===== src/rtl/wb_pkg.sv =====
// Shared encodings for the write-back stage: result-source selects,
// load funct3 values and the default datapath width.
package wb_pkg;

    localparam int unsigned XLEN_DEFAULT = 32;

    typedef enum logic [1:0] {
        RS_ALU  = 2'b00,
        RS_LOAD = 2'b01,
        RS_PC4  = 2'b10,
        RS_AUX  = 2'b11
    } result_src_e;

    localparam logic [2:0] F3_LB  = 3'b000;
    localparam logic [2:0] F3_LH  = 3'b001;
    localparam logic [2:0] F3_LW  = 3'b010;
    localparam logic [2:0] F3_LBU = 3'b100;
    localparam logic [2:0] F3_LHU = 3'b101;

endpackage


===== src/rtl/load_align.sv =====
// Combinational load extraction: picks the byte/half addressed by the low
// address bits out of the aligned memory word, sign/zero-extends it and
// flags misaligned half/word accesses. Unknown funct3 values behave as LW.
module load_align
    import wb_pkg::*;
#(
    parameter int unsigned XLEN = XLEN_DEFAULT
) (
    input  logic [2:0]      funct3,
    input  logic [1:0]      offset,
    input  logic [XLEN-1:0] rdata,
    output logic [XLEN-1:0] ldata,
    output logic            misaligned
);

    logic [7:0]  byte_sel;
    logic [15:0] half_sel;

    // Lane select from the aligned word
    always_comb begin
        byte_sel = rdata[7:0];
        case (offset)
            2'd0:    byte_sel = rdata[7:0];
            2'd1:    byte_sel = rdata[15:8];
            2'd2:    byte_sel = rdata[23:16];
            default: byte_sel = rdata[31:24];
        endcase
        half_sel = offset[1] ? rdata[31:16] : rdata[15:0];
    end

    // Extension and alignment check per load type
    always_comb begin
        ldata      = rdata;
        misaligned = 1'b0;
        case (funct3)
            F3_LB:  ldata = {{(XLEN-8){byte_sel[7]}}, byte_sel};
            F3_LBU: ldata = {{(XLEN-8){1'b0}}, byte_sel};
            F3_LH: begin
                ldata      = {{(XLEN-16){half_sel[15]}}, half_sel};
                misaligned = offset[0];
            end
            F3_LHU: begin
                ldata      = {{(XLEN-16){1'b0}}, half_sel};
                misaligned = offset[0];
            end
            F3_LW: begin
                ldata      = rdata;
                misaligned = |offset;
            end
            default: begin
                ldata      = rdata;
                misaligned = |offset;
            end
        endcase
    end

endmodule


===== src/rtl/writeback_stage_pipe.sv =====
// Registered write-back stage with valid/ready handshake from the memory
// stage. Selects among ALU / load / PC+4 / aux results, suppresses x0 and
// misaligned-load writes, and reports misaligned loads for one cycle.
// Optional macro WB_INSTRET_EN adds a retired-instruction counter.
module writeback_stage_pipe
    import wb_pkg::*;
#(
    parameter int unsigned XLEN   = XLEN_DEFAULT,
    parameter int unsigned REG_AW = 5,
    parameter int unsigned RSEL_W = 2,
    parameter int unsigned CNT_W  = 64
) (
    input  logic              clk,
    input  logic              rst,
    input  logic              in_valid,
    output logic              in_ready,
    input  logic [RSEL_W-1:0] ResultSrcM,
    input  logic [XLEN-1:0]   ALU_ResultM,
    input  logic [XLEN-1:0]   ReadDataM,
    input  logic [XLEN-1:0]   PCPlus4M,
    input  logic [XLEN-1:0]   AuxDataM,
    input  logic [2:0]        funct3M,
    input  logic [REG_AW-1:0] RdM,
    input  logic              RegWriteM,
    input  logic              stall_w,
    output logic              rf_we,
    output logic [REG_AW-1:0] rf_waddr,
    output logic [XLEN-1:0]   rf_wdata,
    output logic              misalign_err,
    output logic [XLEN-1:0]   misalign_addr,
    output logic [CNT_W-1:0]  instret
);

    logic              out_valid_q,     out_valid_d;
    logic              regwrite_q,      regwrite_d;
    logic              mis_q,           mis_d;
    logic [REG_AW-1:0] waddr_q,         waddr_d;
    logic [XLEN-1:0]   wdata_q,         wdata_d;
    logic              misalign_err_q,  misalign_err_d;
    logic [XLEN-1:0]   misalign_addr_q, misalign_addr_d;

    logic              accept;
    logic              sel_ok;
    result_src_e       rsel;
    logic [XLEN-1:0]   load_data;
    logic              load_mis;
    logic              load_mis_sel;
    logic [XLEN-1:0]   result;

    // Select codes above the four defined sources read as zero
    generate
        if (RSEL_W > 2) begin : g_wide_sel
            assign sel_ok = ~|ResultSrcM[RSEL_W-1:2];
        end else begin : g_narrow_sel
            assign sel_ok = 1'b1;
        end
    endgenerate

    assign rsel = result_src_e'(ResultSrcM[1:0]);

    load_align #(
        .XLEN(XLEN)
    ) u_load_align (
        .funct3     (funct3M),
        .offset     (ALU_ResultM[1:0]),
        .rdata      (ReadDataM),
        .ldata      (load_data),
        .misaligned (load_mis)
    );

    assign load_mis_sel = sel_ok & (rsel == RS_LOAD) & load_mis;
    assign in_ready     = ~stall_w | ~out_valid_q;
    assign accept       = in_valid & in_ready;

    // Result source mux
    always_comb begin
        result = '0;
        if (sel_ok) begin
            case (rsel)
                RS_ALU:  result = ALU_ResultM;
                RS_LOAD: result = load_data;
                RS_PC4:  result = PCPlus4M;
                RS_AUX:  result = AuxDataM;
                default: result = '0;
            endcase
        end
    end

    // Output register next-state: load on accept, hold on stall, else drain
    always_comb begin
        out_valid_d     = out_valid_q;
        regwrite_d      = regwrite_q;
        mis_d           = mis_q;
        waddr_d         = waddr_q;
        wdata_d         = wdata_q;
        misalign_addr_d = misalign_addr_q;
        misalign_err_d  = 1'b0;
        if (accept) begin
            out_valid_d = 1'b1;
            regwrite_d  = RegWriteM;
            mis_d       = load_mis_sel;
            waddr_d     = RdM;
            wdata_d     = result;
            if (load_mis_sel) begin
                misalign_err_d  = 1'b1;
                misalign_addr_d = ALU_ResultM;
            end
        end else if (!(stall_w && out_valid_q)) begin
            out_valid_d = 1'b0;
        end
    end

    // Output register with synchronous reset
    always_ff @(posedge clk) begin
        if (rst) begin
            out_valid_q     <= 1'b0;
            regwrite_q      <= 1'b0;
            mis_q           <= 1'b0;
            waddr_q         <= '0;
            wdata_q         <= '0;
            misalign_err_q  <= 1'b0;
            misalign_addr_q <= '0;
        end else begin
            out_valid_q     <= out_valid_d;
            regwrite_q      <= regwrite_d;
            mis_q           <= mis_d;
            waddr_q         <= waddr_d;
            wdata_q         <= wdata_d;
            misalign_err_q  <= misalign_err_d;
            misalign_addr_q <= misalign_addr_d;
        end
    end

    assign rf_we         = out_valid_q & regwrite_q & (waddr_q != '0) & ~mis_q;
    assign rf_waddr      = waddr_q;
    assign rf_wdata      = wdata_q;
    assign misalign_err  = misalign_err_q;
    assign misalign_addr = misalign_addr_q;

`ifdef WB_INSTRET_EN
    logic [CNT_W-1:0] instret_q, instret_d;

    // Retire counter: one per accepted instruction, wraps naturally
    always_comb begin
        instret_d = instret_q;
        if (accept) begin
            instret_d = instret_q + 1'b1;
        end
    end

    // Retire counter register
    always_ff @(posedge clk) begin
        if (rst) begin
            instret_q <= '0;
        end else begin
            instret_q <= instret_d;
        end
    end

    assign instret = instret_q;
`else
    assign instret = '0;
`endif

endmodule

===== config.mk =====
export PLATFORM = sky130hd
export DESIGN_NAME = writeback_stage_pipe
export DESIGN_NICKNAME = d
export VERILOG_FILES = /design/src/rtl/wb_pkg.sv /design/src/rtl/load_align.sv /design/src/rtl/writeback_stage_pipe.sv
export SDC_FILE = /design/constraint.sdc
export NUM_CORES = 1
export LEC_CHECK = 0
export ABC_AREA = 1
export CAP_MARGIN = 20
export CORE_AREA = 2 2 123 125
export CTS_BUF_LIST = sky130_fd_sc_hd__clkbuf_4 sky130_fd_sc_hd__clkbuf_8
export CTS_CLUSTER_DIAMETER = 120
export DETAILED_ROUTE_END_ITERATION = 6
export DIE_AREA = 0 0 125 127
export PLACE_DENSITY = 0.81
export SKIP_LAST_GASP = 1
export SYNTH_ARGS = -nofsm -noshare
export SYNTH_HDL_FRONTEND = slang
export SYNTH_SLANG_ARGS = --single-unit
export TNS_END_PERCENT = 20

===== constraint.sdc =====
create_clock -name clk -period 2.75 [get_ports clk]
set_input_delay 0.55 -clock clk [delete_from_list [all_inputs] [get_ports clk]]
set_output_delay 0.55 -clock clk [all_outputs]
set_load 0.01 [all_outputs]

# Word level (Yosys, flattened, before mapping)
# Index checks and enable logic that the tools add are counted.
# word_totals
regBits	73
output_inout_bits	136
# classes
eq_ne	9
n_mux	8
bitwise_logic	10
reduce_logical	10
# op_table
cell	count
32-bit case mux with 4 select lines	2
8-bit case mux with 3 select lines	1
16-bit two-way mux	1
2-bit OR reduction	4
2-bit == test (second input constant)	3
3-bit == test (second input constant)	2
1-bit AND	5
5-bit nonzero test	1
2-bit by 1-bit == test with 1-bit output (second input constant)	2
2-bit logical NOT	2
1-bit NOT	4
3-bit by 1-bit == test with 1-bit output (second input constant)	1
3-bit logical NOT	1
1-bit two-way mux	3
2-bit != test (second input constant)	1
1-bit case mux with 2 select lines	1
2-bit AND reduction	1
1-bit logical AND	1
1-bit bitwise OR	1

# Longest topological paths before layout
# Gate-level depths: netlist (run 1).
# logic_depth
ltp_word	5
depth_mapped	11
ltp_nobuf	10

# Cells and area by module
# Synthesis (run 1) repeated with hierarchy kept, for this count alone.
# unflattened
hier_cells	765
area_unflattened_um2	4978.5
# by_module_without_submodules
mod	n_inst	cells_each	area_per_inst_um2	seq_area_each_um2
writeback_stage_pipe	1	571	4100.2	1461.4
load_align	1	194	878.3	0.0

# Least setup slack after synthesis (run 1)
# No wires, ideal clock.
# synth_path
path_type	in2reg
from	input stall_w
to	register misalign_addr_q[25] (netlist: misalign_addr[25])
setup_ns	0.116
arrival_time_ns	1.478
t_required_ns	2.634
path_slack_ns	1.156
cell_stages	8
path_cell_list	nand2_1 nand2_1 inv_1 o2111ai_2 buf_4 buf_6 o21ai_1 a21oi_1
# synth_via
elab_chain_len	4
# synth_lines
item	line	source
from (decl)	writeback_stage_pipe.sv:25	input logic stall_w,
1-bit NOT	writeback_stage_pipe.sv:72	assign in_ready = ~stall_w | ~out_valid_q;
1-bit bitwise OR	writeback_stage_pipe.sv:72	
1-bit AND	writeback_stage_pipe.sv:73	assign accept = in_valid & in_ready;
2-bit AND reduction (no line)	n/a	
to (signal assigned)	writeback_stage_pipe.sv:130	misalign_addr_q <= misalign_addr_d;
to (decl)	writeback_stage_pipe.sv:40	logic [XLEN-1:0] misalign_addr_q, misalign_addr_d;
# Every way passes these cells.
# A chain may end at the register's enable or synchronous reset.

# Final worst setup path (run 1)
# layout_path
from	input ALU_ResultM[1]
to	register wdata_q[18] (netlist: rf_wdata[18])
# layout_via
elab_chain_len	4
# layout_lines
item	line	source
from (decl)	writeback_stage_pipe.sv:18	input logic [XLEN-1:0] ALU_ResultM,
2-bit == test (tied with other cells)	load_align.sv:22	case (offset)
8-bit case mux with 3 select lines	load_align.sv:22	
32-bit case mux with 4 select lines *	load_align.sv:35	case (funct3)
32-bit case mux with 4 select lines *	writeback_stage_pipe.sv:79	case (rsel)
to (signal assigned)	writeback_stage_pipe.sv:128	wdata_q <= wdata_d;
to (decl)	writeback_stage_pipe.sv:38	logic [XLEN-1:0] wdata_q, wdata_d;
# Mark *: on every way between the ends. The rest lies on a longest branch, timed or not.

==> summary.txt, run 1 <==
Status
  – Outcome: finished, final reports clean

Routing
  – Starting DRC count in detailed routing: ~360
  – Number of search-and-repair iterations in the first detailed-routing pass: 5
  – Average via count per standard cell: ~4.5
  – Total length of routed wires: about 18 mm
  – Via total after detailed routing: 5314
  – Residual DRC count: 0
  – Average wire per cell in the routed design: 15.0 µm
  – Remaining number of nets flagged by the antenna check after routing: 0

Timing
  – Unrepaired setup endpoints after global routing: false
  – Hold violation count in the final report: 0
  – Max Fclk: approximately 440 MHz
  – Worst Skew: approximately 0.0098 ns
  – Fin crit period: 2.28 ns
  – Setup slack of the critical path after layout: between 0.4 and 0.5 ns
  – Setup TNS: 0 ns
  – Max Slew Vio Count: 0
  – Final cycle utilization of the critical path: 0.829
  – Transition time of the tightest slew-check pin: around 0.58 ns
  – Worst slew slack as a fraction of its limit: 0.614
  – Setup violations, final: 0

Synth
  – Sequential-to-total area share from yosys stat: 0.302
  – FF+latch count, synth: 73
  – Synthesized instance count: just under 800
  – Syn_area_per_cell: around 6.2 µm²
  – Yosys warns: 0
  – Distinct cell type count of the synthesized netlist: 28
  – Summed instance area of the synthesized netlist: between 4000 and 5000 µm²

CTS
  – Hold Buf Count CTS: 0
  – CTS Buf Count: 9
  – Clock network latency to the later pin of the worst-skew pair: 0.35 ns
  – Reg clk slew, reported paths: 0.07 ns
  – H-tree depth reported by CTS: 3
  – Count of clock tree sinks: 73
  – TritonCTS clock tree: yes
  – Library cell used as clock root buffer: sky130_fd_sc_hd__clkbuf_8
  – Number of setup buffers added after CTS: 0
  – Quantity of gates resized following cts: 0
  – Buffers from clock root to sink, at most: 2

Final layout
  – Final nets: 1123
  – Area Growth Syn to Fin: 47.1%
  – Fin area: just over 7000 µm²
  – Area occupied by multi-input gates: between 2000 and 3000 µm²
  – Layout cell share with drive strength beyond 1: 0.0650
  – Flip-flop and latch area: 1460 µm²
  – Fillcell total: 1483

Floorplanning
  – Core ar.: 14400 µm²
  – Die width: 125 µm
  – Starting utilization of the core area: 0.335
  – Die area: 15900 µm²
  – FP Rows: 44
  – Height of the chip: about 130 µm
  – I/O pin cnt: 279

Placement
  – Worst setup slack after placement: between 0.15 and 0.2 ns
  – Placer's final routability congestion estimate: between 0.9 and 1
  – Detailed placer's ending HPWL: around 14 mm
  – Number of I/O port buffers: 214
  – Area post-placement: between 6000 and 7000 µm²

Worst setup path
  – Class of the most critical setup path: in2reg
  – Required time of the worst setup path: 3.02 ns
  – Crit path max fanout: 16
  – Arrival time at the worst endpoint: 2.55 ns
  – Type of origin of the critical path: input pin
  – Worst setup EP type: flop

Global route
  – Number of antenna violations at the first check in global routing: 1
  – Via count of the first global-routing pass: roughly 5000
  – Wire length of the first global-routing pass: 26.3 mm
  – GRT Util Overall: 0.211
  – GR Overflow Total: 0
  – Pin count of the biggest net entering global routing: slightly below 60

Power
  – Worst supply voltage drop on vdd: ~0.21 mV
  – Total power per unit cell area: 405 nW/µm²
  – Leak Pwr: around 3.1 nW

Hold path
  – Worst min path class: reg2reg

Flow run
  – Maximum Capacitance Violations: 0
[metal layers]
metal  part of all wire  track usage  up-vias
li1                   -            -     2727
met3              0.064       0.0272       25
met2               0.46        0.338      243
met5                  0            0        -
met4              0.026       0.0915        0
met1               0.45        0.287     2319
[power breakdown]
| group | switching, W | internal (W) | total [W] |
|---|---|---|---|
| clock | 0.000394 | 0.000486 | 0.000879 |
| combinational | 0.000440 | 0.000414 | 0.000854 |
| sequential | 0.0000332 | 0.00112 | 0.00115 |
| total | 0.000866 | 0.00202 | 0.00288 |
[cells in the final DEF, fill, tap and decap left out, types with 11 or more instances in the layout]
cell type	n
sky130_fd_sc_hd__a21oi_1	101
sky130_fd_sc_hd__buf_4	20
sky130_fd_sc_hd__clkdlybuf4s50_1	214
sky130_fd_sc_hd__conb_1	64
sky130_fd_sc_hd__dfxtp_1	73
sky130_fd_sc_hd__inv_1	97
sky130_fd_sc_hd__nand2_1	207
sky130_fd_sc_hd__nand2_2	11
sky130_fd_sc_hd__nand3_1	18
sky130_fd_sc_hd__nor2_1	45
sky130_fd_sc_hd__o21ai_0	67
[final cells by class]
class / instances / share of cell area
inverters: 103 / 0.0543
multi-input cells: 558 / 0.354
repair buffers: 235 / 0.325
well taps: 184 / 0.0324
clock buffers: 14 / 0.0236
flip-flops and latches: 73 / 0.205
diodes: 1 / 0.000352
clock inverters: 2 / 0.00528
[cell families after synthesis]
family | count (synthesis) | share of synthesized area
compound gates | 197 | 0.216
simple gates | 297 | 0.252
buf+inv | 213 | 0.230
flops | 73 | 0.302
other cells | 1 | 0.000775
[critical path, cell delays in order]
cell and delay, ns:
sky130_fd_sc_hd__clkdlybuf4s50_1 0.83, sky130_fd_sc_hd__inv_1 0.18, sky130_fd_sc_hd__nand3_1 0.20, sky130_fd_sc_hd__nand3_4 0.18, sky130_fd_sc_hd__nand2_4 0.22, sky130_fd_sc_hd__nand2_1 0.11, sky130_fd_sc_hd__nand2_1 0.08, sky130_fd_sc_hd__nand2_1 0.05
sky130_fd_sc_hd__a21oi_1 0.14
[path summary, 6_finish.rpt]
check,startpoint,end,cells past startpoint,slack [ns]
hold reg to reg,misalign_addr[27]$_SDFFE_PP0P_,misalign_addr[27]$_SDFFE_PP0P_,2,0.44
setup reg to reg,out_valid_q$_SDFFE_PP0P_,misalign_addr[31]$_SDFFE_PP0P_,7,1.21
hold / removal,misalign_addr[27]$_SDFFE_PP0P_,misalign_addr[27]$_SDFFE_PP0P_,2,0.44
setup / recovery,ALU_ResultM[1],rf_wdata[18]$_SDFFE_PP0P_,9,0.47
[per-stage QoR]
step	hold slack [ns]	util	instances	power, W
3_5_place_dp	0.434	0.479	1153	0.00202
3_3_place_gp	0.431	0.479	1153	0.00202
6_report	0.443	0.493	1170	0.00288
4_1_cts	0.446	0.493	1169	0.00290
5_1_grt	0.458	0.493	1170	0.00303
2_1_floorplan	0.445	-	844	0.00164
[cell usage after synthesis]
cell                        number  area (µm²)
sky130_fd_sc_hd__nor2_2          1        6.26
sky130_fd_sc_hd__nand2_2        10        62.6
sky130_fd_sc_hd__nand3_2         1        10.0
sky130_fd_sc_hd__conb_1          1        3.75
sky130_fd_sc_hd__nand2_1       208         781
sky130_fd_sc_hd__buf_4          68         510
sky130_fd_sc_hd__buf_12          1        20.0
sky130_fd_sc_hd__a31oi_1         8        50.1
sky130_fd_sc_hd__nand3_1        18        90.1
sky130_fd_sc_hd__nor3_1          2        10.0
sky130_fd_sc_hd__o211ai_1        1        7.51
sky130_fd_sc_hd__inv_1          97         364
sky130_fd_sc_hd__o21ai_1         7        35.0
sky130_fd_sc_hd__nand4_1         9        56.3
sky130_fd_sc_hd__inv_2           6        22.5
sky130_fd_sc_hd__buf_2           8        40.0
sky130_fd_sc_hd__buf_1           3        11.3
sky130_fd_sc_hd__dfxtp_1        73        1460
sky130_fd_sc_hd__nor2_1         46         173
sky130_fd_sc_hd__clkbuf_1       26        97.6
sky130_fd_sc_hd__o21a_1          8        60.1
sky130_fd_sc_hd__a21oi_1       101         505
sky130_fd_sc_hd__buf_6           4        45.0
sky130_fd_sc_hd__o21ai_0        67         335
sky130_fd_sc_hd__a21oi_2         4        35.0
sky130_fd_sc_hd__o2111ai_2       1        15.0
sky130_fd_sc_hd__nand3_4         1        17.5
sky130_fd_sc_hd__nand2_4         1        11.3
[state kept, by name, summed over array words and instances (netlist names)]
signal / cells
mis_q: 1
rf_wdata: 32
regwrite_q: 1
misalign_err: 1
misalign_addr: 32
out_valid_q: 1
rf_waddr: 5
No activity file was read; power rests on OpenSTA's default activity.
==> inputs of run 2 (changes only) <==
Clock period 2.75 ns to 2.2 ns, I/O delays scaled along.
==> summary.txt, run 2 (synthesized netlist as in run 1, its figures left out) <==
Floorplanning
  – I/O pin cnt: about 280
  – Starting utilization of the core area: 0.335
  – Die area: roughly 16000 µm²
  – FP Rows: 44
  – Die width: 125 µm
  – Core ar.: 14400 µm²
  – Height of the chip: 127 µm

Global route
  – Global Route met2 Usage: 0.340
  – Via count of the first global-routing pass: around 5000
  – Pin count of the biggest net entering global routing: 67
  – Layer with the highest usage: met2
  – Number of antenna violations at the first check in global routing: 0
  – GR Overflow Total: 0
  – Met3 layer usage reported by global route: 0.0247
  – GRT Util Overall: 0.211
  – Wire length of the first global-routing pass: between 20 and 30 mm
  – Global-route met1 utilization: 0.292

Placement
  – Placer's final routability congestion estimate: roughly 0.96
  – Area post-placement: 7040 µm²
  – Detailed placer's ending HPWL: ~14 mm
  – Number of I/O port buffers: about 210
  – Worst setup slack after placement: roughly 0.032 ns
  – Cell count after placement: ~1200

Routing
  – Total length of routed wires: 17.6 mm
  – Average wire per cell in the routed design: between 10 and 15 µm
  – Average via count per standard cell: roughly 4.6
  – Residual DRC count: 0
  – Remaining number of nets flagged by the antenna check after routing: 0
  – Starting DRC count in detailed routing: 360
  – Number of search-and-repair iterations in the first detailed-routing pass: 4
  – Via total after detailed routing: ~5400

Timing
  – Hold violation count in the final report: 0
  – Final cycle utilization of the critical path: 0.893
  – Max Slew Vio Count: 0
  – Setup slack of the critical path after layout: 0.235 ns
  – Setup TNS: 0 ns
  – Fin crit period: 1.97 ns
  – Setup violations, final: 0
  – Max Fclk: approximately 500 MHz
  – Unrepaired setup endpoints after global routing: false
  – Final Hold Slack: around 0.45 ns
  – Worst Skew: between 0.006 and 0.007 ns

Final layout
  – Fin area: a little over 7000 µm²
  – Fillcell total: roughly 1500
  – Layout cell share with drive strength beyond 1: 0.0799
  – Commonest non-fill, non-tap cells in the layout: sky130_fd_sc_hd__clkdlybuf4s50_1 (214), sky130_fd_sc_hd__nand2_1 (207), sky130_fd_sc_hd__a21oi_1 (101), sky130_fd_sc_hd__inv_1 (97), sky130_fd_sc_hd__dfxtp_1 (73)
  – Final nets: approximately 1100
  – Antenna cells: 0
  – Fin cells: approximately 1200
  – Commonest non-fill, non-tap cell in the layout: sky130_fd_sc_hd__clkdlybuf4s50_1
  – Area Growth Syn to Fin: 50.4%

Worst setup path
  – Type of origin of the critical path: flop
  – Arrival time at the worst endpoint: roughly 1.5 ns
  – Number of cells on the worst reg-to-reg path: 7
  – Class of the most critical setup path: reg2out
  – Worst setup EP type: output pin
  – Crit path max fanout: 3
  – Required time of the worst setup path: ~1.8 ns

Hold path
  – Hold path cells: 2
  – Worst min path class: reg2reg

CTS
  – Quantity of gates resized following cts: 0
  – Number of setup buffers added after CTS: 0
  – Library cell used as clock root buffer: sky130_fd_sc_hd__clkbuf_8
  – Reg clk slew, reported paths: roughly 0.080 ns
  – CTS Buf Count: 9
  – Clock network latency to the later pin of the worst-skew pair: 0.34 ns
  – Buffers from clock root to sink, at most: 2
  – TritonCTS clock tree: yes
  – Count of clock tree sinks: 73
  – Hold Buf Count CTS: 0
  – H-tree depth reported by CTS: 3

Power
  – Worst supply voltage drop on vdd: 0.225 mV
  – Leak Pwr: approximately 3.2 nW
  – Total power per unit cell area: between 500 and 600 nW/µm²

Status
  – Outcome: finished, final reports clean

Flow run
  – Maximum Capacitance Violations: 0
[run 2: layout make-up]
cell class / instances / area (µm²) / share of cell area
multi-input cells: 558 / 2520 / 0.346
repair buffers: 251 / 2440 / 0.336
flip-flops and latches: 73 / 1460 / 0.201
inverters: 103 / 387 / 0.0532
well taps: 184 / 230 / 0.0317
clock buffers: 12 / 159 / 0.0218
clock inverters: 4 / 73.8 / 0.0101
[run 2: worst paths after layout]
kind / startpoint / end / slack, ns
hold reg to reg: misalign_addr[4]$_SDFFE_PP0P_ / misalign_addr[4]$_SDFFE_PP0P_ / 0.45
hold / removal: misalign_addr[4]$_SDFFE_PP0P_ / misalign_addr[4]$_SDFFE_PP0P_ / 0.45
setup reg to reg: out_valid_q$_SDFFE_PP0P_ / misalign_addr[1]$_SDFFE_PP0P_ / 0.71
setup / recovery: rf_waddr[1]$_SDFFE_PP0P_ / rf_we / 0.23
[run 2: power by group]
part	switching (W)	internal [W]	leakage, nW
logic	0.000557	0.000538	2.53
registers	0.0000393	0.00140	0.598
clock network	0.000504	0.000716	0.120
total	0.00110	0.00265	3.25
[run 2: metal layers]
metal | up-vias | part of all wire
li1 | 2768 | -
met1 | 2359 | 0.45
met2 | 240 | 0.46
met3 | 25 | 0.069
met4 | 0 | 0.025
met5 | - | 0
[run 2: metrics by stage]
stage / util / power (W)
floorplan: - / 0.00205
global placement: 0.488 / 0.00255
detailed placement: 0.488 / 0.00256
CTS: 0.504 / 0.00379
global route: 0.504 / 0.00396
finish: 0.504 / 0.00375
[run 2: critical path, cell delays in order (launching register included)]
cell and delay [ns]:
sky130_fd_sc_hd__dfxtp_1 0.33, sky130_fd_sc_hd__nor3_1 0.20, sky130_fd_sc_hd__nand2_1 0.08, sky130_fd_sc_hd__nand4_1 0.07, sky130_fd_sc_hd__inv_1 0.04, sky130_fd_sc_hd__clkdlybuf4s50_1 0.46
